`src/rtl/dnn_accel_pkg.sv`:
```
`default_nettype none
// ============================================================================
// Module      : dnn_accel_pkg
// Description : Shared FSM encoding and hold-limit constants for the on-chip
//               memory arbiter.
// Revision    : 1.0 - initial release
// ============================================================================
package dnn_accel_pkg;

    localparam int unsigned c_STATE_W = 2;
    localparam logic [c_STATE_W-1:0] c_ST_IDLE = 2'd0;
    localparam logic [c_STATE_W-1:0] c_ST_OWN0 = 2'd1;
    localparam logic [c_STATE_W-1:0] c_ST_OWN1 = 2'd2;

    localparam int unsigned c_HOLD_W           = 8;
    localparam int unsigned c_MAX_HOLD_DEFAULT = 8;
    localparam int unsigned c_MAX_HOLD_LIMIT   = 255;

    // Saturating increment of the owner's consecutive-grant count.
    function automatic logic [c_HOLD_W-1:0] hold_inc(
        input logic [c_HOLD_W-1:0] cnt,
        input logic [c_HOLD_W-1:0] lim
    );
        return (cnt >= lim) ? lim : cnt + c_HOLD_W'(1);
    endfunction

endpackage
`default_nettype wire

```
`src/rtl/onchip_mem_arbiter_rr_grant2.sv`:
```
`default_nettype none
// ============================================================================
// Module      : rr_grant2
// Description : Two-way round-robin grant with a bounded ownership hold count.
// Revision    : 1.0 - initial release
// ============================================================================
module rr_grant2
    import dnn_accel_pkg::*;
#(
    parameter int unsigned MAX_HOLD = c_MAX_HOLD_DEFAULT
) (
    input  logic clk,
    input  logic reset_n,
    input  logic i_req0,
    input  logic i_req1,
    output logic o_grant0,
    output logic o_grant1
);

    localparam int unsigned c_HOLD_CLAMP =
        (MAX_HOLD < 1) ? 1 : ((MAX_HOLD > c_MAX_HOLD_LIMIT) ? c_MAX_HOLD_LIMIT : MAX_HOLD);
    localparam logic [c_HOLD_W-1:0] c_HOLD_MAX = c_HOLD_W'(c_HOLD_CLAMP);

    logic [c_STATE_W-1:0] r_state;
    logic                 r_ptr;
    logic [c_HOLD_W-1:0]  r_hold;
    logic                 w_g0;
    logic                 w_g1;

    // Owner keeps the RAM until its run hits the limit and the other side waits.
    always_comb begin
        w_g0 = 1'b0;
        w_g1 = 1'b0;
        case (r_state)
            c_ST_OWN0: begin
                if (i_req0 && ((r_hold < c_HOLD_MAX) || !i_req1)) begin
                    w_g0 = 1'b1;
                end else if (i_req1) begin
                    w_g1 = 1'b1;
                end
            end
            c_ST_OWN1: begin
                if (i_req1 && ((r_hold < c_HOLD_MAX) || !i_req0)) begin
                    w_g1 = 1'b1;
                end else if (i_req0) begin
                    w_g0 = 1'b1;
                end
            end
            default: begin
                if (i_req0 && i_req1) begin
                    w_g0 = ~r_ptr;
                    w_g1 = r_ptr;
                end else begin
                    w_g0 = i_req0;
                    w_g1 = i_req1;
                end
            end
        endcase
    end

    // No access is granted while reset is held, so the RAM sees no strobes.
    assign o_grant0 = w_g0 & reset_n;
    assign o_grant1 = w_g1 & reset_n;

    always_ff @(posedge clk) begin
        if (!reset_n) begin
            r_state <= c_ST_IDLE;
            r_ptr   <= 1'b0;
            r_hold  <= '0;
        end else begin
            if (w_g0) begin
                r_state <= c_ST_OWN0;
                r_hold  <= (r_state == c_ST_OWN0) ? hold_inc(r_hold, c_HOLD_MAX)
                                                  : c_HOLD_W'(1);
            end else if (w_g1) begin
                r_state <= c_ST_OWN1;
                r_hold  <= (r_state == c_ST_OWN1) ? hold_inc(r_hold, c_HOLD_MAX)
                                                  : c_HOLD_W'(1);
            end else begin
                r_state <= c_ST_IDLE;
                r_hold  <= '0;
            end
            if ((r_state == c_ST_IDLE) && i_req0 && i_req1) begin
                r_ptr <= ~r_ptr;
            end
        end
    end

endmodule
`default_nettype wire

```
`src/rtl/onchip_mem_arbiter.sv`:
```
`default_nettype none
// ============================================================================
// Module      : onchip_mem_arbiter
// Description : Two-master arbiter for a shared single-port on-chip RAM with
//               one-cycle read latency and steered read-data-valid.
// Revision    : 1.0 - initial release
// ============================================================================
module onchip_mem_arbiter
    import dnn_accel_pkg::*;
#(
    parameter int unsigned ADDR_W   = 13,
    parameter int unsigned DATA_W   = 32,
    parameter int unsigned MAX_HOLD = c_MAX_HOLD_DEFAULT
) (
    input  logic                clk,
    input  logic                reset_n,

    input  logic [ADDR_W-1:0]   m0_address,
    input  logic [DATA_W/8-1:0] m0_byteenable,
    input  logic                m0_read,
    input  logic                m0_write,
    input  logic [DATA_W-1:0]   m0_writedata,
    output logic                m0_waitrequest,
    output logic [DATA_W-1:0]   m0_readdata,
    output logic                m0_readdatavalid,

    input  logic [ADDR_W-1:0]   m1_address,
    input  logic [DATA_W/8-1:0] m1_byteenable,
    input  logic                m1_read,
    input  logic                m1_write,
    input  logic [DATA_W-1:0]   m1_writedata,
    output logic                m1_waitrequest,
    output logic [DATA_W-1:0]   m1_readdata,
    output logic                m1_readdatavalid,

    output logic [ADDR_W-1:0]   mem_address,
    output logic [DATA_W/8-1:0] mem_byteenable,
    output logic [DATA_W-1:0]   mem_writedata,
    output logic                mem_chipselect,
    output logic                mem_write,
    input  logic [DATA_W-1:0]   mem_readdata
);

    logic w_req0;
    logic w_req1;
    logic w_grant0;
    logic w_grant1;
    logic r_rvalid0;
    logic r_rvalid1;

    assign w_req0 = m0_read | m0_write;
    assign w_req1 = m1_read | m1_write;

    rr_grant2 #(
        .MAX_HOLD (MAX_HOLD)
    ) u_rr_grant2 (
        .clk      (clk),
        .reset_n  (reset_n),
        .i_req0   (w_req0),
        .i_req1   (w_req1),
        .o_grant0 (w_grant0),
        .o_grant1 (w_grant1)
    );

    assign m0_waitrequest = w_req0 & ~w_grant0;
    assign m1_waitrequest = w_req1 & ~w_grant1;

    always_comb begin
        mem_address    = '0;
        mem_byteenable = '0;
        mem_writedata  = '0;
        mem_chipselect = 1'b0;
        mem_write      = 1'b0;
        if (w_grant0) begin
            mem_address    = m0_address;
            mem_byteenable = m0_byteenable;
            mem_writedata  = m0_writedata;
            mem_chipselect = 1'b1;
            mem_write      = m0_write;
        end else if (w_grant1) begin
            mem_address    = m1_address;
            mem_byteenable = m1_byteenable;
            mem_writedata  = m1_writedata;
            mem_chipselect = 1'b1;
            mem_write      = m1_write;
        end
    end

    // Track which master owns the read returning from the RAM next cycle.
    always_ff @(posedge clk) begin
        if (!reset_n) begin
            r_rvalid0 <= 1'b0;
            r_rvalid1 <= 1'b0;
        end else begin
            r_rvalid0 <= w_grant0 & m0_read;
            r_rvalid1 <= w_grant1 & m1_read;
        end
    end

    // Gating with reset_n drops a read that is returning while reset is asserted.
    assign m0_readdatavalid = r_rvalid0 & reset_n;
    assign m1_readdatavalid = r_rvalid1 & reset_n;
    assign m0_readdata      = mem_readdata;
    assign m1_readdata      = mem_readdata;

endmodule
`default_nettype wire

```
`config.mk`:
```
export PLATFORM = sky130hd
export DESIGN_NAME = onchip_mem_arbiter
export DESIGN_NICKNAME = d
export VERILOG_FILES = /design/src/rtl/dnn_accel_pkg.sv /design/src/rtl/onchip_mem_arbiter_rr_grant2.sv /design/src/rtl/onchip_mem_arbiter.sv
export SDC_FILE = /design/constraint.sdc
export NUM_CORES = 1
export LEC_CHECK = 0
export BUFFER_PORTS_ARGS = -buffer_cell sky130_fd_sc_hd__clkbuf_2
export CORE_ASPECT_RATIO = 0.75
export CORE_MARGIN = 2
export CORE_UTILIZATION = 30
export CTS_CLUSTER_SIZE = 20
export DETAILED_ROUTE_END_ITERATION = 8
export PLACE_DENSITY = 0.7
export SETUP_SLACK_MARGIN = 0.1
export SLEW_MARGIN = 20
export SYNTH_ARGS = -nofsm -noshare
export SYNTH_HDL_FRONTEND = slang
export SYNTH_SLANG_ARGS = --single-unit
```
`constraint.sdc`:
```
create_clock -name clk -period 4.65 [get_ports clk]
set_input_delay 0 -clock clk [delete_from_list [all_inputs] [get_ports clk]]
set_output_delay 0 -clock clk [all_outputs]
set_load 0.02 [all_outputs]
```
# == Word-level counts from Yosys, hierarchy flattened ==
# Index checks and enable logic that the tools add are counted.
# op_classes
eq_ne,2
n_reduce_logical,11
n_addsub,1
order_cmp,2
n_mux,27
bitwise_logic,14
# ops
op,count
32-bit two-way mux,2
8-bit two-way mux,5
13-bit two-way mux,2
1-bit two-way mux,13
"8-bit by 1-bit adder with 8-bit output, second input constant",1
1-bit AND,8
"8-bit by 4-bit >= comparator with 1-bit output, second input constant",1
"8-bit by 4-bit < comparator with 1-bit output, second input constant",1
4-bit two-way mux,2
1-bit logical AND,5
1-bit NOT,4
1-bit one-hot mux with 2 select lines,2
"2-bit by 1-bit equality test with 1-bit output, second input constant",1
"2-bit equality test, second input constant",1
1-bit logical NOT,2
2-bit logical NOT,1
1-bit logical OR,2
2-bit two-way mux,1
1-bit OR,2
2-bit OR reduction,1
# totals
out_inout_bits,119
word_cells,63
ff_bits,13
inputBits,136

# == Longest topological paths before layout ==
# logic_depth
ltp_word,9
ltp_mapped,9
depth_no_buf,7

# == Hierarchy ==
# A second synthesis with hierarchy kept.
# unflattened
cells_unflattened,203
area_unflattened_um2,1691.6
# modules_own_cells
mod,area_each_um2,cells_per_inst,seq_area_each_um2,n_inst
onchip_mem_arbiter,1104.8,141,40.0,1
rr_grant2,586.8,62,220.2,1

# == Worst setup path after synthesis ==
# OpenSTA, ideal clock, no wires.
# synth_timing
path_kind,register -> output
from,register u_rr_grant2.r_state[0]
to,output port mem_chipselect
n_path_buf,1
t_required_ns,4.650
setup_slack_ns,2.910
arrival_time_ns,1.740
stages_incl_launch_ff,9
path_cell_list,dfxtp_1 -> inv_1 -> ha_1 -> o21ai_0 -> a41o_1 -> o21ai_4 -> buf_12 -> and2_4 -> or2_1
# synth_between
elab_chain_len,5
elab_cells_between_ends,8
# synth_rtl
item,line_no,rtl
from (decl),onchip_mem_arbiter_rr_grant2.sv:24,logic [c_STATE_W-1:0] r_state;
from (signal assigned),onchip_mem_arbiter_rr_grant2.sv:67,r_state <= c_ST_IDLE;
from (signal assigned),onchip_mem_arbiter_rr_grant2.sv:72,r_state <= c_ST_OWN0;
from (signal assigned),onchip_mem_arbiter_rr_grant2.sv:76,r_state <= c_ST_OWN1;
2-bit equality test / 2-bit by 1-bit equality test with 1-bit output (equally long branches),onchip_mem_arbiter_rr_grant2.sv:34,case (r_state)
1-bit one-hot mux with 2 select lines,onchip_mem_arbiter_rr_grant2.sv:34,
1-bit AND,onchip_mem_arbiter_rr_grant2.sv:63,assign o_grant1 = w_g1 & reset_n;
1-bit two-way mux,onchip_mem_arbiter.sv:80,end else if (w_grant1) begin
1-bit two-way mux *,onchip_mem_arbiter.sv:74,if (w_grant0) begin
to (decl),onchip_mem_arbiter.sv:39,"output logic mem_chipselect,"
# Mark *: on every way between the ends. The rest lies on a longest branch, timed or not.

# == Final worst setup path ==
# layout_timing
from,register u_rr_grant2.r_state[0]
to,output port mem_writedata[25]
# layout_between
elab_chain_len,5
elab_cells_between_ends,8
# layout_rtl
item,line_no,rtl
2-bit equality test / 2-bit by 1-bit equality test with 1-bit output (equally long branches),onchip_mem_arbiter_rr_grant2.sv:34,
1-bit one-hot mux with 2 select lines,onchip_mem_arbiter_rr_grant2.sv:34,
1-bit AND,onchip_mem_arbiter_rr_grant2.sv:63,
32-bit two-way mux,onchip_mem_arbiter.sv:80,
32-bit two-way mux *,onchip_mem_arbiter.sv:74,
to (decl),onchip_mem_arbiter.sv:38,"output logic [DATA_W-1:0] mem_writedata,"
# Marks and branches as above.

==> summary.md <==
| Metric | Value |
|---|---|
| Synth-to-layout area growth | `12.8%` |
| Clock Latency Late Sink | `240 ps` |
| XOR/XNOR Fraction of Synth Area | `0.00703` |
| Dpl cells | `489` |
| Final worst setup slack | `1660 ps` |
| Fillers | `835` |
| Yosys reg bits | `13` |
| Worst vdd ir | `0.000244 V` |
| Initial Util | `0.312` |
| Clk buf depth | `2` |
| Clock sinks | `13` |
| Hold Buf Count CTS | `0` |
| Gr ovfl total | `0` |
| Avg Inst Size Synth | `8.15 sq um` |
| Yosys warns | `0` |
| Die X | `109 microns` |
| Seq/Total Area, Yosys | `0.104` |
| Clk root buf | `clkbuf_8` |
| Number of enable flip-flop cells after synthesis | `0` |
| Largest net degree at the start of global routing | `58` |
| Slew HR | `0.363` |
| Yosys top cell area share | `0.208` |
| Placed Area | `2770 sq um` |
| # port buffers | `158` |
| CP max FO | `44` |
| Tmin final | `2990 ps` |
| Via density | `4.68` |
| Routed WL | `6250 microns` |
| Clock buffer count from CTS | `3` |
| Largest family of logic cells by synthesized area | `simple AND/OR/NAND/NOR gates` |
| Tot GR Track Use | `0.123` |
| Post-Place Setup Slack | `1990 ps` |
| Synth Cell Area | `2490 sq um` |
| Final instance area | `2810 sq um` |
| Worst-Margin Slew | `952 ps` |
| Worst hold start | `m1_read` |
| FF-to-FF End | `u_rr_grant2.r_hold[0]` |
| Fin Setup TNS | `0 ps` |
| Status | `finished with violations` |
| Post-synth top flop | `dfxtp_1` |
| Row cnt | `28` |
| RD Place Congestion | `0.773` |
| CP Capture Type | `primary output` |
| CTS tree | `yes` |
| Post-Layout Cell Count | `493` |
| DRC violations left | `0` |
| Area leader, netlist | `buf_4` |
| Wire length of the first global-routing pass | `9450 microns` |
| H-tree Lvls | `1` |
| Most frequent cell after synthesis | `buf_4` |
| Post-DP HPWL | `4950 microns` |
| Lkg Pwr | `0.00131 uW` |
| Max Freq | `335 MHz` |
| Core Region | `7990 sq um` |
| Distinct cell type count of the synthesized netlist | `38` |
| Post-synthesis compound-gate area fraction | `0.228` |
| Num ports | `255` |
| Vias in the first global route | `2183` |
| Worst min path class | `input port to register` |
| Tcrit/Tclk final | `0.642` |
| Inserted Diodes | `0` |
| Area contributors post-synth | `buf_4 21%, nand3_2 20%, o21ai_2 17%` |
| Initial DRC Count | `48` |
| RSZ-0062 raised after global routing | `no` |
| Post-Synth Adder-Cell Area | `0.0251` |
| PD cells | `503 nW/um^2` |
| Post-cts resize count | `0` |
| Async S/R FF share, synth | `0` |
| Crit Path Class | `register to primary output` |
| Reg2reg setup slack | `2050 ps` |
| R2R depth | `8` |
| Die area | `9060 sq um` |
| Top cells by count, synth | `69 x buf_4, 53 x nand2_1, 49 x nand3_2, 49 x o21ai_2, 13 x dfxtp_1` |
| Die Y | `82.9 microns` |
| Final net count | `530` |
| Max-capacitance violation count | `0` |
| Syn Inst Count | `306` |
| WP data required | `4650 ps` |
| Initial antenna violation count | `0` |
| Routed len/inst | `12.7 microns` |
| Total power draw | `1410 uW` |
| Fin. Hold Viols | `1` |
| Final setup viols | `0` |
| Post-Synth Simple-Gate Area | `0.335` |
| Fin. max-slew vios | `0` |
| Antenna Violating Nets Remaining | `0` |
| Worst endpoint data arrival time | `2990 ps` |
| Type of origin of the critical path | `register` |
| Setup Skew | `0.684 ps` |
| Share of cells above drive strength 1 | `0.691` |
| Routed vias | `2306` |
| Clk slew on worst S/H paths | `50 ps` |
| Hold slack | `-2.30 ps` |
| RR Startpoint | `u_rr_grant2.r_state[0]` |
| WHS Endpoint | `r_rvalid1` |
| TritonRoute pass-1 iters | `4` |
| Hold Path Depth | `2` |
| Failing checks | `hold timing` |
| Mux contribution to synthesized area | `0` |
| Post-CTS Setup Inserts | `0` |
through the flow:
stage	util	hold WS, ps
2_1_floorplan	-	113
3_3_place_gp	0.346	0.200
3_5_place_dp	0.346	0.200
4_1_cts	0.352	0.200
5_1_grt	0.352	0.0430
6_report	0.352	-2.30
routing by layer:
| metal | global-route usage | part of all wire | up-vias |
|---|---|---|---|
| li1 | - | - | 1140 |
| met1 | 0.132 | 0.38 | 1010 |
| met2 | 0.231 | 0.49 | 136 |
| met3 | 0.0330 | 0.12 | 20 |
| met4 | 0.0345 | 0.018 | 0 |
| met5 | 0 | 0 | - |
worst max-delay path: stages (launching register included):
cell and delay [ps]:
dfxtp_1 340, inv_1 70, ha_1 320, o21ai_0 160, a41o_1 280, o21ai_4 760, buf_12 350, nand3_2 110
o21ai_2 100, clkbuf_2 180
cells in the final DEF, fill, tap and decap left out, types with 2 or more instances in the layout:
cell,synthesis,layout
or2_1,2,2
dfxtp_1,13,13
a21o_1,2,2
o21ai_1,2,2
nor2_1,8,8
buf_4,69,2
conb_1,1,4
nor3b_1,2,2
ha_1,5,5
buf_12,6,2
clkbuf_2,0,157
xnor2_1,2,2
inv_1,5,5
nand2_1,53,53
o21ai_2,49,49
nand3_2,49,49
o21ai_0,3,3
and3_1,2,2
a31oi_1,2,2
and2_1,4,4
clkbuf_8,0,3
cell families after synthesis:
kind of cell	after synthesis
AND/OR/NAND/NOR	126
buffers and inverters	92
AO/OA/AOI/OAI	67
flip-flops	13
adder cells (fa/ha/maj)	5
XOR/XNOR	2
other	1
final cells by class:
cell class                 count  area, sq um  share of cell area
clock buffer                   4         45.0              0.0160
inverter                       5         18.8             0.00668
multi-input combinational    204         1510               0.537
sequential                    13          260              0.0926
tap                          105          131              0.0467
timing repair buffer         162          846               0.301
worst max-delay path by stage:
| stage | cells past startpoint | end | startpoint |
|---|---|---|---|
| after floorplan | 8 | mem_chipselect | u_rr_grant2.r_state[0] |
| after global routing | 9 | mem_writedata[13] | u_rr_grant2.r_state[0] |
| after CTS | 9 | mem_writedata[25] | u_rr_grant2.r_state[0] |
| final | 9 | mem_writedata[25] | u_rr_grant2.r_state[0] |
| after global placement | 9 | mem_writedata[25] | u_rr_grant2.r_state[0] |
| after detailed placement | 9 | mem_writedata[25] | u_rr_grant2.r_state[0] |
flip-flops by register name (all words and copies together), names as in the netlist:
signal / flops
u_rr_grant2.r_state: 2
r_rvalid0: 1
u_rr_grant2.r_hold: 8
r_rvalid1: 1
u_rr_grant2.r_ptr: 1
power breakdown:
part,internal (uW),total (uW),switching (uW)
logic,377,1170,789
clock network,60.6,102,41.0
registers,132,146,13.9
(Power assumes the default switching activity.)
